### src/rtl/dvp_capture_seq.sv
// rtl/dvp_capture_seq.sv - DVP capture sequencer: sensor power-up, frame-gated capture enable, overflow error.
// Optional: DVP_SEQ_AUTO_PWDN_EN powers the sensor down on every return to IDLE.
module dvp_capture_seq #(
  parameter int P_WAIT_WIDTH  = 20,
  parameter int P_PWUP_CYCLES = 1024,
  parameter int P_RST_CYCLES  = 8192,
  parameter int P_FCNT_WIDTH  = 16
) (
  input  logic                    i_axi_clk,
  input  logic                    i_axi_rst,
  input  logic                    i_start,
  input  logic                    i_stop,
  input  logic [P_FCNT_WIDTH-1:0] i_frame_num,
  input  logic                    i_vsync_pulse,
  input  logic                    i_fifo_ovf,
  output logic                    o_dvp_pwdn,
  output logic                    o_dvp_resetb,
  output logic                    o_dvp_ena,
  output logic                    o_busy,
  output logic                    o_done,
  output logic                    o_err,
  output logic [P_FCNT_WIDTH-1:0] o_frame_cnt,
  output logic [2:0]              o_state
);

  typedef enum logic [2:0] {
    S_IDLE    = 3'd0,
    S_PWRUP   = 3'd1,
    S_RSTREL  = 3'd2,
    S_ARM     = 3'd3,
    S_CAPTURE = 3'd4,
    S_ERROR   = 3'd6
  } state_t;

  state_t                  state, state_n;
  logic [P_WAIT_WIDTH-1:0] wait_cnt, wait_n;
  logic [P_FCNT_WIDTH-1:0] frame_lat, frame_lat_n, cnt_n, cnt_inc;
  logic                    powered, powered_n, stop_pend, stop_pend_n;
  logic                    pwdn_n, resetb_n, ena_n, done_n, err_n;
  logic                    last_frame;

  assign cnt_inc    = o_frame_cnt + P_FCNT_WIDTH'(1);
  // frame_lat of zero selects continuous capture
  assign last_frame = (frame_lat != '0) && (cnt_inc == frame_lat);
  assign o_state    = state;

  always_ff @(posedge i_axi_clk or posedge i_axi_rst) begin
    if (i_axi_rst) begin
      state        <= S_IDLE;
      wait_cnt     <= '0;
      frame_lat    <= '0;
      powered      <= 1'b0;
      stop_pend    <= 1'b0;
      o_dvp_pwdn   <= 1'b1;
      o_dvp_resetb <= 1'b0;
      o_dvp_ena    <= 1'b0;
      o_busy       <= 1'b0;
      o_done       <= 1'b0;
      o_err        <= 1'b0;
      o_frame_cnt  <= '0;
    end else begin
      state        <= state_n;
      wait_cnt     <= wait_n;
      frame_lat    <= frame_lat_n;
      powered      <= powered_n;
      stop_pend    <= stop_pend_n;
      o_dvp_pwdn   <= pwdn_n;
      o_dvp_resetb <= resetb_n;
      o_dvp_ena    <= ena_n;
      o_busy       <= (state_n != S_IDLE) && (state_n != S_ERROR);
      o_done       <= done_n;
      o_err        <= err_n;
      o_frame_cnt  <= cnt_n;
    end
  end

  always_comb begin
    state_n     = state;
    wait_n      = wait_cnt + P_WAIT_WIDTH'(1);
    frame_lat_n = frame_lat;
    powered_n   = powered;
    stop_pend_n = stop_pend;
    pwdn_n      = o_dvp_pwdn;
    resetb_n    = o_dvp_resetb;
    ena_n       = o_dvp_ena;
    done_n      = 1'b0;
    err_n       = o_err;
    cnt_n       = o_frame_cnt;

    case (state)
      S_IDLE: begin
        if (i_start && !i_stop) begin
          frame_lat_n = i_frame_num;
          cnt_n       = '0;
          if (powered) begin
            state_n = S_ARM;
          end else begin
            state_n = S_PWRUP;
            pwdn_n  = 1'b0;
          end
        end
      end
      S_PWRUP: begin
        if (i_stop) begin
          state_n   = S_IDLE;
          pwdn_n    = 1'b1;
          resetb_n  = 1'b0;
          powered_n = 1'b0;
        end else if (wait_cnt == P_WAIT_WIDTH'(P_PWUP_CYCLES - 1)) begin
          state_n  = S_RSTREL;
          resetb_n = 1'b1;
        end
      end
      S_RSTREL: begin
        if (i_stop) begin
          state_n   = S_IDLE;
          pwdn_n    = 1'b1;
          resetb_n  = 1'b0;
          powered_n = 1'b0;
        end else if (wait_cnt == P_WAIT_WIDTH'(P_RST_CYCLES - 1)) begin
          state_n   = S_ARM;
          powered_n = 1'b1;
        end
      end
      S_ARM: begin
        if (i_fifo_ovf) begin
          state_n = S_ERROR;
          ena_n   = 1'b0;
          err_n   = 1'b1;
        end else if (i_vsync_pulse) begin
          state_n     = S_CAPTURE;
          ena_n       = 1'b1;
          stop_pend_n = 1'b0;
        end else if (i_stop) begin
          state_n = S_IDLE;
        end
      end
      S_CAPTURE: begin
        // overflow outranks a coincident vsync or stop
        if (i_fifo_ovf) begin
          state_n = S_ERROR;
          ena_n   = 1'b0;
          err_n   = 1'b1;
        end else if (i_vsync_pulse) begin
          cnt_n = cnt_inc;
          if (last_frame || stop_pend || i_stop) begin
            state_n = S_IDLE;
            ena_n   = 1'b0;
            done_n  = 1'b1;
          end
        end else if (i_stop) begin
          stop_pend_n = 1'b1;
        end
      end
      S_ERROR: begin
        if (i_stop) begin
          state_n = S_IDLE;
          err_n   = 1'b0;
        end else if (i_start) begin
          state_n     = S_ARM;
          err_n       = 1'b0;
          frame_lat_n = i_frame_num;
          cnt_n       = '0;
        end
      end
      default: begin
        state_n = S_IDLE;
      end
    endcase

`ifdef DVP_SEQ_AUTO_PWDN_EN
    if (state_n == S_IDLE && state != S_IDLE) begin
      pwdn_n    = 1'b1;
      resetb_n  = 1'b0;
      powered_n = 1'b0;
    end
`endif

    if (state_n != state) begin
      wait_n = '0;
    end
  end

endmodule

### config.mk
export PLATFORM = sky130hd
export DESIGN_NAME = dvp_capture_seq
export DESIGN_NICKNAME = d
export VERILOG_FILES = /design/src/rtl/dvp_capture_seq.sv
export SDC_FILE = /design/constraint.sdc
export NUM_CORES = 1
export LEC_CHECK = 0
export ABC_AREA = 1
export CAP_MARGIN = 40
export CORE_UTILIZATION = 60
export CTS_CLUSTER_SIZE = 40
export DETAILED_ROUTE_END_ITERATION = 6
export GPL_TIMING_DRIVEN = 0
export PLACE_DENSITY = 0.92
export SLEW_MARGIN = 15
export SYNTH_ARGS = -nofsm -noshare
export SYNTH_HDL_FRONTEND = slang
export SYNTH_SLANG_ARGS = --single-unit
### constraint.sdc
create_clock -name i_axi_clk -period 4.4 [get_ports i_axi_clk]
set_clock_uncertainty 0.05 [all_clocks]
set_input_delay 0.44 -clock i_axi_clk [delete_from_list [all_inputs] [get_ports i_axi_clk]]
set_output_delay 0.44 -clock i_axi_clk [all_outputs]
set_load 0.02 [all_outputs]
==> metrics, run 1 <==
Clock transition at path regs=70 ps; TritonCTS buffer count=9; # resized after CTS=0; CP max stage cell=dfrtp_1; setup TNS=0 ps; clock root cell=clkbuf_8; sequential area share after synthesis=around two fifths; Cells after DPL=between 500 and 600; postcts setup bufs=0; largest net degree at the start of global routing=64; LEAKAGE=1.96 nW; ratio of cells with drive above 1 in the final layout=~16%; Area contributors post-synth=dfrtp_1 41%, nand2_1 11%, inv_1 6.0%; Vias=between 3000 and 4000; Die Height=about 82 µm; Req. time, crit path=around 4600 ps; H-Tree Depth=3; clk_lat worst skew=about 350 ps; Slew HR=about half; gr ovfl total=0; Post-Synthesis Cell Area=about 3800 µm²; Unique masters post-synth=43; CTS Buffer Depth=2; Placement Cell Area=~4300 µm²; GPL Wtd Cong=around 0.9; worst slew pin tran=~760 ps; Post-Syn Instances=475; setup violators final=0; first-pass GRT wire length=about 15 mm; mux cell area share after synthesis=0%; total detailed-routing wirelength=approximately 9.3 mm; gr usage total=just over 30%; largest family of logic cells by synthesized area=simple AND/OR/NAND/NOR gates; initial drt markers=approximately 340; f_max=~0.38 GHz; Pins Over Slew Limit=0; CP Cell Sequence=ha_1 > nand3_1 > nor2_1 > nand4_1 > nand3_1 > nand2_1 > nor2_1 > nand2_1 > nor2_2 > nand2_2 > nand3_2 > nand4_1 > nand3_2 > buf_6 > nor2_2; Starting Density=a little over three fifths; HPWL after DPL=approximately 6.7 mm; Post-CTS Hold Fix Bufs=0; Port Buffers=45; syn_nets=roughly 500; Simple-Gate Fraction of Synth Area=34.3%; CP Max Fanout=10; Yosys top cell by area=dfrtp_1; post-route ant nets=0; nature of the critical path endpoint=flip-flop; DRC viols=0; Crit path largest cell delay=about 480 ps; Final Hold Violating Endpoints=0; RSZ-0062 raised after global routing=no; final worst path period share=between 60% and 70%; min Tclk post-route=roughly 2700 ps; die width=about 80 µm; initial antenna violation count=0; total I/O pin count=47; Yosys reg bits=63; Pre-Repair DR Iteration Count=6; CTS tree=yes; vias per cell=about 5.7; worst setup margin=1750 ps; antenna diode count=0; area share of the largest cell type after synthesis=between 40% and 50%; Cell Pwr Density=467 nW/µm²; Crit Path Category=reg -> reg; CP arrival=~2800 ps; max_cap viols=0; Design Power=roughly 2.1 mW; post-synthesis compound-gate area fraction=about 8.1%; worst slack, placed=between 1500 and 2000 ps; P&R area growth vs syn=19.0%; Hold Crit Class=in -> reg; hold_ws=333 ps; placement row count=28; core box area=6030 µm²; Util after Layout=75.0%; Post-Synth Adder-Cell Area=less than 1%; post-route cell area=~4500 µm²; yosys warns=0; # nets final=555; startpoint type of the worst setup path=flip-flop; WL/cell=15.3 µm; Max VDD drop=between 0.3 and 0.4 mV; status=complete, no violations; die footprint=between 6000 and 7000 µm²; final non-filler cell total=between 600 and 700; mean post-synth cell area=~8 µm²; clk sink count=63; XOR/XNOR Fraction of Synth Area=around 6.9%; number of global-route vias before repair=between 3000 and 4000
[flip-flops by register name, indices dropped and copies added, names as in the netlist]
signal,flops
frame_lat,16
o_busy,1
o_done,1
o_dvp_ena,1
o_dvp_pwdn,1
o_dvp_resetb,1
o_err,1
o_frame_cnt,16
o_state,3
powered,1
stop_pend,1
wait_cnt,20
[cells by family after synthesis]
group	after synthesis
AND/OR/NAND/NOR	254
buffers and inverters	78
AO/OA/AOI/OAI	52
flip-flops	63
XOR/XNOR	26
adder cells (fa/ha/maj)	2
[placed cells by master, fill, tap and decap left out, types with 2 or more instances in the layout]
cell / n
a21oi_1: 2
a31oi_1: 2
buf_6: 3
clkbuf_1: 4
clkbuf_8: 10
clkdlybuf4s50_1: 45
clkinv_2: 4
dfrtp_1: 62
ha_1: 2
inv_1: 60
inv_2: 7
nand2_1: 108
nand2_2: 5
nand3_1: 33
nand3_2: 7
nand4_1: 16
nor2_1: 30
nor2_2: 30
nor2_4: 9
nor3_1: 8
o21ai_0: 26
o22ai_1: 14
xnor2_1: 6
xnor3_1: 2
xor2_1: 17
[cell type report]
type	instances	area [µm²]
Sequential cell	63	1580
Buffer	9	61.3
Clock inverter	6	36.3
Fill cell	430	1510
Clock buffer	10	138
Inverter	69	262
Timing Repair Buffer	45	450
Multi-Input combinational cell	334	1900
Tap cell	75	93.8
[power by group]
part / internal [mW] / total, mW / switching, mW
sequential: 0.699 / 0.780 / 0.0814
combinational: 0.316 / 0.873 / 0.557
clock: 0.216 / 0.456 / 0.239
[routing by layer]
layer,vias to the layer above,GRT usage (%),wire [µm]
li1,1651,-,-
met1,1610,36.6,3850
met2,168,51.0,4530
met3,41,8.89,608
met4,0,13.2,333
met5,-,0,0
[worst paths after layout]
| check | slack (ps) | from | endpoint | cells after the start |
|---|---|---|---|---|
| max | 1750 | o_frame_cnt[0] | wait_cnt[10] | 15 |
| min | 330 | i_stop | o_dvp_pwdn | 3 |
| max reg2reg | 1750 | o_frame_cnt[0] | wait_cnt[10] | 15 |
| min reg2reg | 420 | o_dvp_pwdn | o_dvp_pwdn | 2 |
| max in group asynchronous | 3260 | i_axi_rst | o_state[1] | 2 |
| min in group asynchronous | 530 | i_axi_rst | o_frame_cnt[6] | 2 |
[worst max-delay path, delay by kind of cell, from the launching register on]
family / cells / cell delay (ps)
adders and majority gates: 1 / 240
buffers and inverters: 1 / 180
DFF: 1 / 480
and+or+nand+nor: 13 / 1590
[cells in the mapped netlist]
| cell type | instances |
|---|---|
| ha_1 | 2 |
| o21bai_1 | 1 |
| nand2_2 | 5 |
| dfrtp_1 | 62 |
| nand2_4 | 1 |
| a31oi_1 | 2 |
| xnor3_1 | 2 |
| o21ai_1 | 1 |
| nand4_1 | 16 |
| and3_1 | 1 |
| dfstp_2 | 1 |
| o2111ai_1 | 1 |
| buf_6 | 3 |
| inv_1 | 61 |
| nor2_8 | 1 |
| buf_2 | 1 |
| a221oi_2 | 1 |
| xnor2_1 | 6 |
| nand3_2 | 7 |
| nand2_1 | 108 |
| nor2_4 | 9 |
| clkinv_1 | 1 |
| o22a_1 | 1 |
| a21oi_1 | 2 |
| nor2_1 | 30 |
| o31ai_1 | 1 |
| buf_4 | 1 |
| o21ai_0 | 26 |
| inv_2 | 7 |
| nand3b_1 | 1 |
| clkbuf_1 | 4 |
| o21ai_2 | 1 |
| xor2_1 | 17 |
| xor2_2 | 1 |
| o22ai_1 | 14 |
| nor4_1 | 1 |
| nor2_2 | 30 |
| nor3_1 | 8 |
| nor3_2 | 1 |
| nand4_4 | 1 |
| nand3_1 | 33 |
| or4_1 | 1 |
| a22oi_1 | 1 |
Note: power is estimated with default switching activity, not from simulation.
==> run 2: changes to the inputs <==
--- a/config.mk
+++ b/config.mk
@@ -7,11 +7,11 @@
 export LEC_CHECK = 0
 export ABC_AREA = 1
 export CAP_MARGIN = 40
-export CORE_UTILIZATION = 60
+export CORE_UTILIZATION = 51
 export CTS_CLUSTER_SIZE = 40
 export DETAILED_ROUTE_END_ITERATION = 6
 export GPL_TIMING_DRIVEN = 0
-export PLACE_DENSITY = 0.92
+export PLACE_DENSITY = 0.84
 export SLEW_MARGIN = 15
 export SYNTH_ARGS = -nofsm -noshare
 export SYNTH_HDL_FRONTEND = slang
==> constraint.sdc (replaced) <==
create_clock -name i_axi_clk -period 2.3 [get_ports i_axi_clk]
set_clock_uncertainty 0.05 [all_clocks]
set_input_delay 0.23 -clock i_axi_clk [delete_from_list [all_inputs] [get_ports i_axi_clk]]
set_output_delay 0.23 -clock i_axi_clk [all_outputs]
set_load 0.02 [all_outputs]
==> run 2 against run 1 <==
Largest cell class unchanged. Via count is 0.17% lower. Die area up 17%. Register-to-register slack got worse by 1800 ps. Highest routed layer unchanged. The run now ends with setup timing left. Routed wire length up 0.51%. Final area up 5.6%. Setup slack lost 1800 ps. First-iteration DRC count shrank 50%. Non-clock buffer count grew 11. Total power up 100%. Count of clock-buffer cells in the layout did not move. Flip-flop and latch count did not move. Sequential power grew 90%.
==> metrics, run 2 (synthesized netlist as in run 1, its figures left out) <==
RR Endpoint=o_busy; Die Height=88.3 µm (+8.3%); gr usage total=25.6% (-4.9 points); commonest non-fill, non-tap cell in the layout=nand2_1; min Tclk post-route=2350 ps (-307 ps); clk_lat worst skew=340 ps (about the same); TritonCTS buffer count=9 (unchanged); CP bufs+invs=1 (unchanged); startpoint type of the worst setup path=flip-flop; Vias=3464 (-0.17%); # nets final=566 (+2.0%); worst slew pin tran=778 ps (+19.3 ps); CP Max Fanout=8 (-2); CP max stage cell=dfrtp_1; Critical R2R Launch=o_frame_cnt[1]; Crit path largest cell delay=410 ps (-70 ps); post-route cell area=4770 µm² (+5.6%); clk sink count=63 (unchanged); Slew HR=48.1% (-1.3 points); P&R area growth vs syn=25.7%; ratio of cells with drive above 1 in the final layout=21.6% (+5.2 points); Largest register FFs=20 (unchanged); CP Cell Sequence=ha_4 > nand2_4 > nor2_4 > nand2_2 > nand2_1 > nand2_1 > nand2_1 > nand2_1 > nor2_2 > nand3_2 > nor2_2 > nand2_2 > buf_4 > a31oi_4 > nand2_2 > nand2_1 > nand2_1; HPWL after DPL=6.42 mm (-3.9%); die width=88.3 µm (+8.3%); H-Tree Depth=3 (unchanged); CP arrival=2530 ps (-310 ps); Sequential Area=1580 µm² (+0.16%); RSZ-0062 raised after global routing=yes; DRC viols=0 (unchanged); failing checks=setup timing; most used cell along the critical path=nand2_1; clock root cell=clkbuf_8; nature of the critical path endpoint=flip-flop; largest net degree at the start of global routing=64 (unchanged); WL/cell=14.5 µm (-4.9%); die footprint=7800 µm² (+17%); LEAKAGE=2.06 nW (+4.7%); initial antenna violation count=0 (unchanged); antenna diode count=0 (unchanged); GPL Wtd Cong=0.954 (+4.2%); total I/O pin count=47 (unchanged); Reg2Reg Setup Slack=-50 ps (-1790 ps); Pins Over Slew Limit=0 (unchanged); CTS Buffer Depth=2 (unchanged); most frequent cells in the layout=103 x nand2_1, 60 x inv_1, 60 x dfrtp_1; max_cap viols=0 (unchanged); Post-CTS Hold Fix Bufs=0 (unchanged); vias per cell=5.36 (-5.6%); Final Hold Violating Endpoints=0 (unchanged); Placement Cell Area=4380 µm² (+0.69%); Fillers=590 (+37%); worst setup margin=-45.4 ps (-1790 ps); total detailed-routing wirelength=9.38 mm (+0.51%); CTS tree=yes; status=finished, violations left; Largest Register=wait_cnt; number of global-route vias before repair=3400 (+4.0%); initial drt markers=170 (-50%); Req. time, crit path=2490 ps (-2100 ps); Cell Pwr Density=893 nW/µm² (+91%); Pre-Repair DR Iteration Count=5 (-1); Clock transition at path regs=80 ps (about the same); gr ovfl total=0 (unchanged); footprint of the multi-input gates=1990 µm² (+4.7%); min-delay src=i_stop; final worst path period share=102% (+42 points); Crit path depth=17 (+2); Max VDD drop=0.654 mV (+74%); Critical path destination=o_busy; Crit Path Category=reg -> reg; first-pass GRT wire length=15.3 mm (+1.7%); beginning of the critical path=o_frame_cnt[1]; Crit path max-delay family=simple AND/OR/NAND/NOR gates; core box area=7210 µm² (+20%); placement row count=31 (+11%); setup violators final=21 (+21); hold_ws=141 ps (-192 ps); Hold Crit Class=in -> reg; Port Buffers=45 (unchanged); reg2reg path depth=17 (+2); f_max=0.426 GHz (+13%); Regs by FF count=wait_cnt x20, frame_lat x16, o_frame_cnt x16; post-route ant nets=0 (unchanged); Starting Density=52.7% (-10 points)
==> run 2: changes by cell type in the layout (fill, tap and decap cells not counted), sizes merged <==
cell and change:
clkbuf +1, bufinv +1, buf +10, inv +1
clkinvlp +1, clkinv -3
==> run 2: worst min-delay path, stage by stage <==
cell and delay [ps]:
buf_4 150, nand2_1 90, a21oi_1 60
==> run 2: what timing repair did <==
action                                  CTS  global route
buffers inserted                          2             9
endpoints found under the setup margin   23            32
resized for setup                         9            21
pin swaps                                 2             6
==> run 2: cell type report <==
cell class / count / area share [%]
flip-flops and latches: 63 / 33.1
clock buffers: 10 / 2.88
repair buffers: 56 / 11.3
multi-input cells: 334 / 41.7
well taps: 99 / 2.59
clock inverters: 6 / 1.42
plain buffers: 9 / 1.52
inverters: 69 / 5.48
==> run 2: power by group <==
part	switching, mW	internal, mW	total (mW)
registers	0.143	1.34	1.48
clock network	0.462	0.533	0.995
logic	1.10	0.687	1.79
==> run 2: stage by stage <==
| stage | util [%] | power, mW | setup slack (ps) | setup TNS [ps] | std cells |
|---|---|---|---|---|---|
| floorplan | - | 2.67 | 51.2 | 0 | 475 |
| global placement | 60.6 | 3.09 | -598 | -39860 | 619 |
| detailed placement | 60.6 | 3.13 | -175 | -3460 | 619 |
| CTS | 64.1 | 4.21 | 14.6 | 0 | 637 |
| global route | 66.2 | 4.52 | -183 | -3380 | 646 |
| finish | 66.2 | 4.26 | -45.4 | -453 | 646 |
==> run 2: worst min path at each step <==
stage	slack [ps]	cells past startpoint	end
final	140	3	o_dvp_pwdn
after detailed placement	410	1	wait_cnt[0]
after floorplan	250	1	o_done
after global routing	150	3	o_dvp_pwdn
after CTS	130	3	o_dvp_pwdn
after global placement	400	1	wait_cnt[0]
==> run 2: per-layer routing <==
metal / part of all wire [%] / vias up / wire (µm) / global-route usage (%)
met5: 0 / - / 0 / 0
met4: 2.1 / 0 / 195 / 12.3
met3: 5.7 / 18 / 532 / 5.69
met2: 52 / 121 / 4890 / 44.1
met1: 40 / 1648 / 3750 / 30.3
li1: - / 1677 / - / -
==> run 3: changes to the inputs <==
--- a/config.mk
+++ b/config.mk
@@ -7,11 +7,12 @@
 export LEC_CHECK = 0
 export ABC_AREA = 1
 export CAP_MARGIN = 40
-export CORE_UTILIZATION = 51
+export CORE_UTILIZATION = 58
 export CTS_CLUSTER_SIZE = 40
 export DETAILED_ROUTE_END_ITERATION = 6
+export DONT_BUFFER_PORTS = 1
 export GPL_TIMING_DRIVEN = 0
-export PLACE_DENSITY = 0.84
+export PLACE_DENSITY = 0.83
 export SLEW_MARGIN = 15
 export SYNTH_ARGS = -nofsm -noshare
 export SYNTH_HDL_FRONTEND = slang
==> constraint.sdc (replaced) <==
create_clock -name i_axi_clk -period 2.3 [get_ports i_axi_clk]
set_clock_uncertainty 0.05 [all_clocks]
set_input_delay 0.46 -clock i_axi_clk [delete_from_list [all_inputs] [get_ports i_axi_clk]]
set_output_delay 0.46 -clock i_axi_clk [all_outputs]
set_load 0.02 [all_outputs]
==> run 3 against run 2 <==
The run still ends with setup timing left. Cell count decreased by 11%. Utilization rose by 2.4 points. Clock power up 14%. Sequential share of layout area rose by 3.4 points. Non-clock buffer count decreased by 46. Critical path type unchanged.
==> metrics, run 3 (synthesized netlist as in run 1, its figures left out) <==
hold_ws=49.7 ps (-91.6 ps); Final Hold Violating Endpoints=0 (unchanged); DRC viols=0 (unchanged); vias per cell=5.80 (+8.2%); Largest Register=wait_cnt; Port Buffers=0 (-100%); RSZ-0062 raised after global routing=yes; number of global-route vias before repair=3191 (-6.1%); total detailed-routing wirelength=9.24 mm (-1.4%); min Tclk post-route=2540 ps (+190 ps); ratio of cells with drive above 1 in the final layout=24.6% (+3.0 points); reg2reg path depth=15 (-2); Hold Crit Class=in -> async; TritonCTS buffer count=9 (unchanged); Gate power share=39.8% (-2.1 points); largest net degree at the start of global routing=64 (unchanged); Crit Path Category=reg -> reg; startpoint type of the worst setup path=flip-flop; Pins Over Slew Limit=0 (unchanged); failing checks=setup timing; HPWL after DPL=6.20 mm (-3.4%); Starting Density=59.8% (+7.2 points); Die Height=82.9 µm (-6.1%); Regs by FF count=wait_cnt x20, frame_lat x16, o_frame_cnt x16; GPL Wtd Cong=0.919 (-3.7%); Largest register FFs=20 (unchanged); Slew HR=48.6% (+0.49 points); Pre-Repair DR Iteration Count=5 (unchanged); Max VDD drop=0.611 mV (-6.5%); initial drt markers=298 (+75%); max_cap viols=0 (unchanged); P&R area growth vs syn=14.6%; H-Tree Depth=3 (unchanged); LEAKAGE=1.91 nW (-7.3%); CP max stage cell=dfrtp_2; Critical R2R Launch=o_frame_cnt[0]; Fillers=468 (-21%); CP Max Fanout=7 (-1); CP Cell Sequence=ha_4 > nand3_2 > nor2_4 > nand4_1 > nand3_1 > nand2_1 > nor2_1 > nand2_1 > nor2_2 > nand2_2 > nand3_2 > nand4_1 > nand3_4 > clkbuf_16 > nor2_2; CTS tree=yes; Post-CTS Hold Fix Bufs=0 (unchanged); CTS Buffer Depth=2 (unchanged); initial antenna violation count=0 (unchanged); gr usage total=26.8% (+1.1 points); post-route cell area=4350 µm² (-8.9%); setup violators final=23 (+9.5%); commonest non-fill, non-tap cell in the layout=nand2_1; final worst path period share=110% (+8.3 points); gr ovfl total=0 (unchanged); placement row count=29 (-6.5%); Reg2Reg Setup Slack=-240 ps (-190 ps); die width=82.9 µm (-6.1%); footprint of the multi-input gates=1980 µm² (-0.57%); first-pass GRT wire length=14.5 mm (-4.7%); CP bufs+invs=1 (unchanged); RR Endpoint=wait_cnt[5]; Sequential Area=1590 µm² (+0.40%); worst setup margin=-236 ps (-190 ps); antenna diode count=0 (unchanged); die footprint=6880 µm² (-12%); post-route ant nets=0 (unchanged); clk_lat worst skew=360 ps (+20 ps); worst slew pin tran=770 ps (-7.41 ps); f_max=0.394 GHz (-7.5%); nature of the critical path endpoint=flip-flop; Crit path largest cell delay=520 ps (+110 ps); most frequent cells in the layout=102 x nand2_1, 60 x inv_1, 55 x dfrtp_1; Crit path max-delay family=simple AND/OR/NAND/NOR gates; Clock transition at path regs=80 ps (about the same); clock root cell=clkbuf_8; setup TNS=-4400 ps (-3950 ps); core box area=6350 µm² (-12%); WL/cell=16.0 µm (+10%); Req. time, crit path=2490 ps (about the same); Clock Power Share=25.1% (+1.8 points); Cell Pwr Density=1030 nW/µm² (+16%); # nets final=520 (-8.1%); Sw Ratio=39.4% (-0.56 points); Design Power=4.49 mW (+5.4%); Internal=2.72 mW (+6.4%); status=finished, violations left; clk sink count=63 (unchanged); total I/O pin count=47 (unchanged); register share of total power=35.0% (+0.2 points); Vias=3353 (-3.2%); CP arrival=2720 ps (+190 ps); Placement Cell Area=3900 µm² (-11%); sw power=1.77 mW (+4.0%)
## run 3: cell count changes in the layout (fill, tap and decap cells not counted), sizes merged
cell,previous run,this run
clkdlybuf4s50,45,0
clkinv,3,2
bufinv,1,2
clkbuf,15,16
buf,15,13
## run 3: worst reg2reg max path, stage by stage (launching register included)
cell and delay, ps:
dfrtp_2 520, ha_4 210, nand3_2 130, nor2_4 200, nand4_1 150, nand3_1 140
nand2_1 60, nor2_1 100, nand2_1 70, nor2_2 90, nand2_2 80, nand3_2 60
nand4_1 140, nand3_4 210, clkbuf_16 180, nor2_2 40
## run 3: timing repair
action                                  CTS  global route
setup buffers                             0             8
endpoints found under the setup margin   34            47
pin swaps                                 0            15
gates cloned                              0             2
resized for setup                        14            24
## run 3: worst max path at each step
stage,startpoint,slack [ps],end,depth (start not counted)
after floorplan,o_frame_cnt[0],50,wait_cnt[10],17
after global placement,i_axi_rst,-380,o_dvp_ena,1
after detailed placement,o_frame_cnt[0],-350,wait_cnt[4],15
after CTS,o_frame_cnt[0],-120,wait_cnt[6],17
after global routing,o_frame_cnt[0],-370,wait_cnt[5],12
final,o_frame_cnt[0],-240,wait_cnt[5],15
## run 3: routing by layer
layer  GRT usage [%]  share of wire (%)  up-vias
met4            12.7                2.9        0
met2            43.4                 50      135
met1            33.4                 40     1613
met5               0                  0        -
li1                -                  -     1579
met3            6.86                7.1       26
## run 3: power by group through the flow
stage / clock, mW / sequential [mW] / combinational [mW]
4_1_cts: 1.14 / 1.57 / 1.47
3_5_place_dp: 0 / 1.59 / 1.40
3_3_place_gp: 0 / 1.58 / 1.36
6_report: 1.13 / 1.58 / 1.79
5_1_grt: 1.17 / 1.60 / 1.95
2_1_floorplan: 0 / 1.54 / 1.12
## run 3: final cells by class
type	instances	area share [%]
buffer	9	1.84
clock buffer	10	3.16
clock inverter	6	2.13
inverter	69	6.01
multi-input combinational	334	45.5
sequential	63	36.5
tap	77	2.21
timing repair buffer	10	2.70
## run 3: per-stage QoR
| step | cells | setup WS, ps | utilization, % |
|---|---|---|---|
| floorplan | 475 | 51.2 | - |
| global placement | 552 | -379 | 61.3 |
| detailed placement | 552 | -349 | 61.4 |
| CTS | 568 | -123 | 65.7 |
| global route | 578 | -374 | 68.5 |
| finish | 578 | -236 | 68.5 |
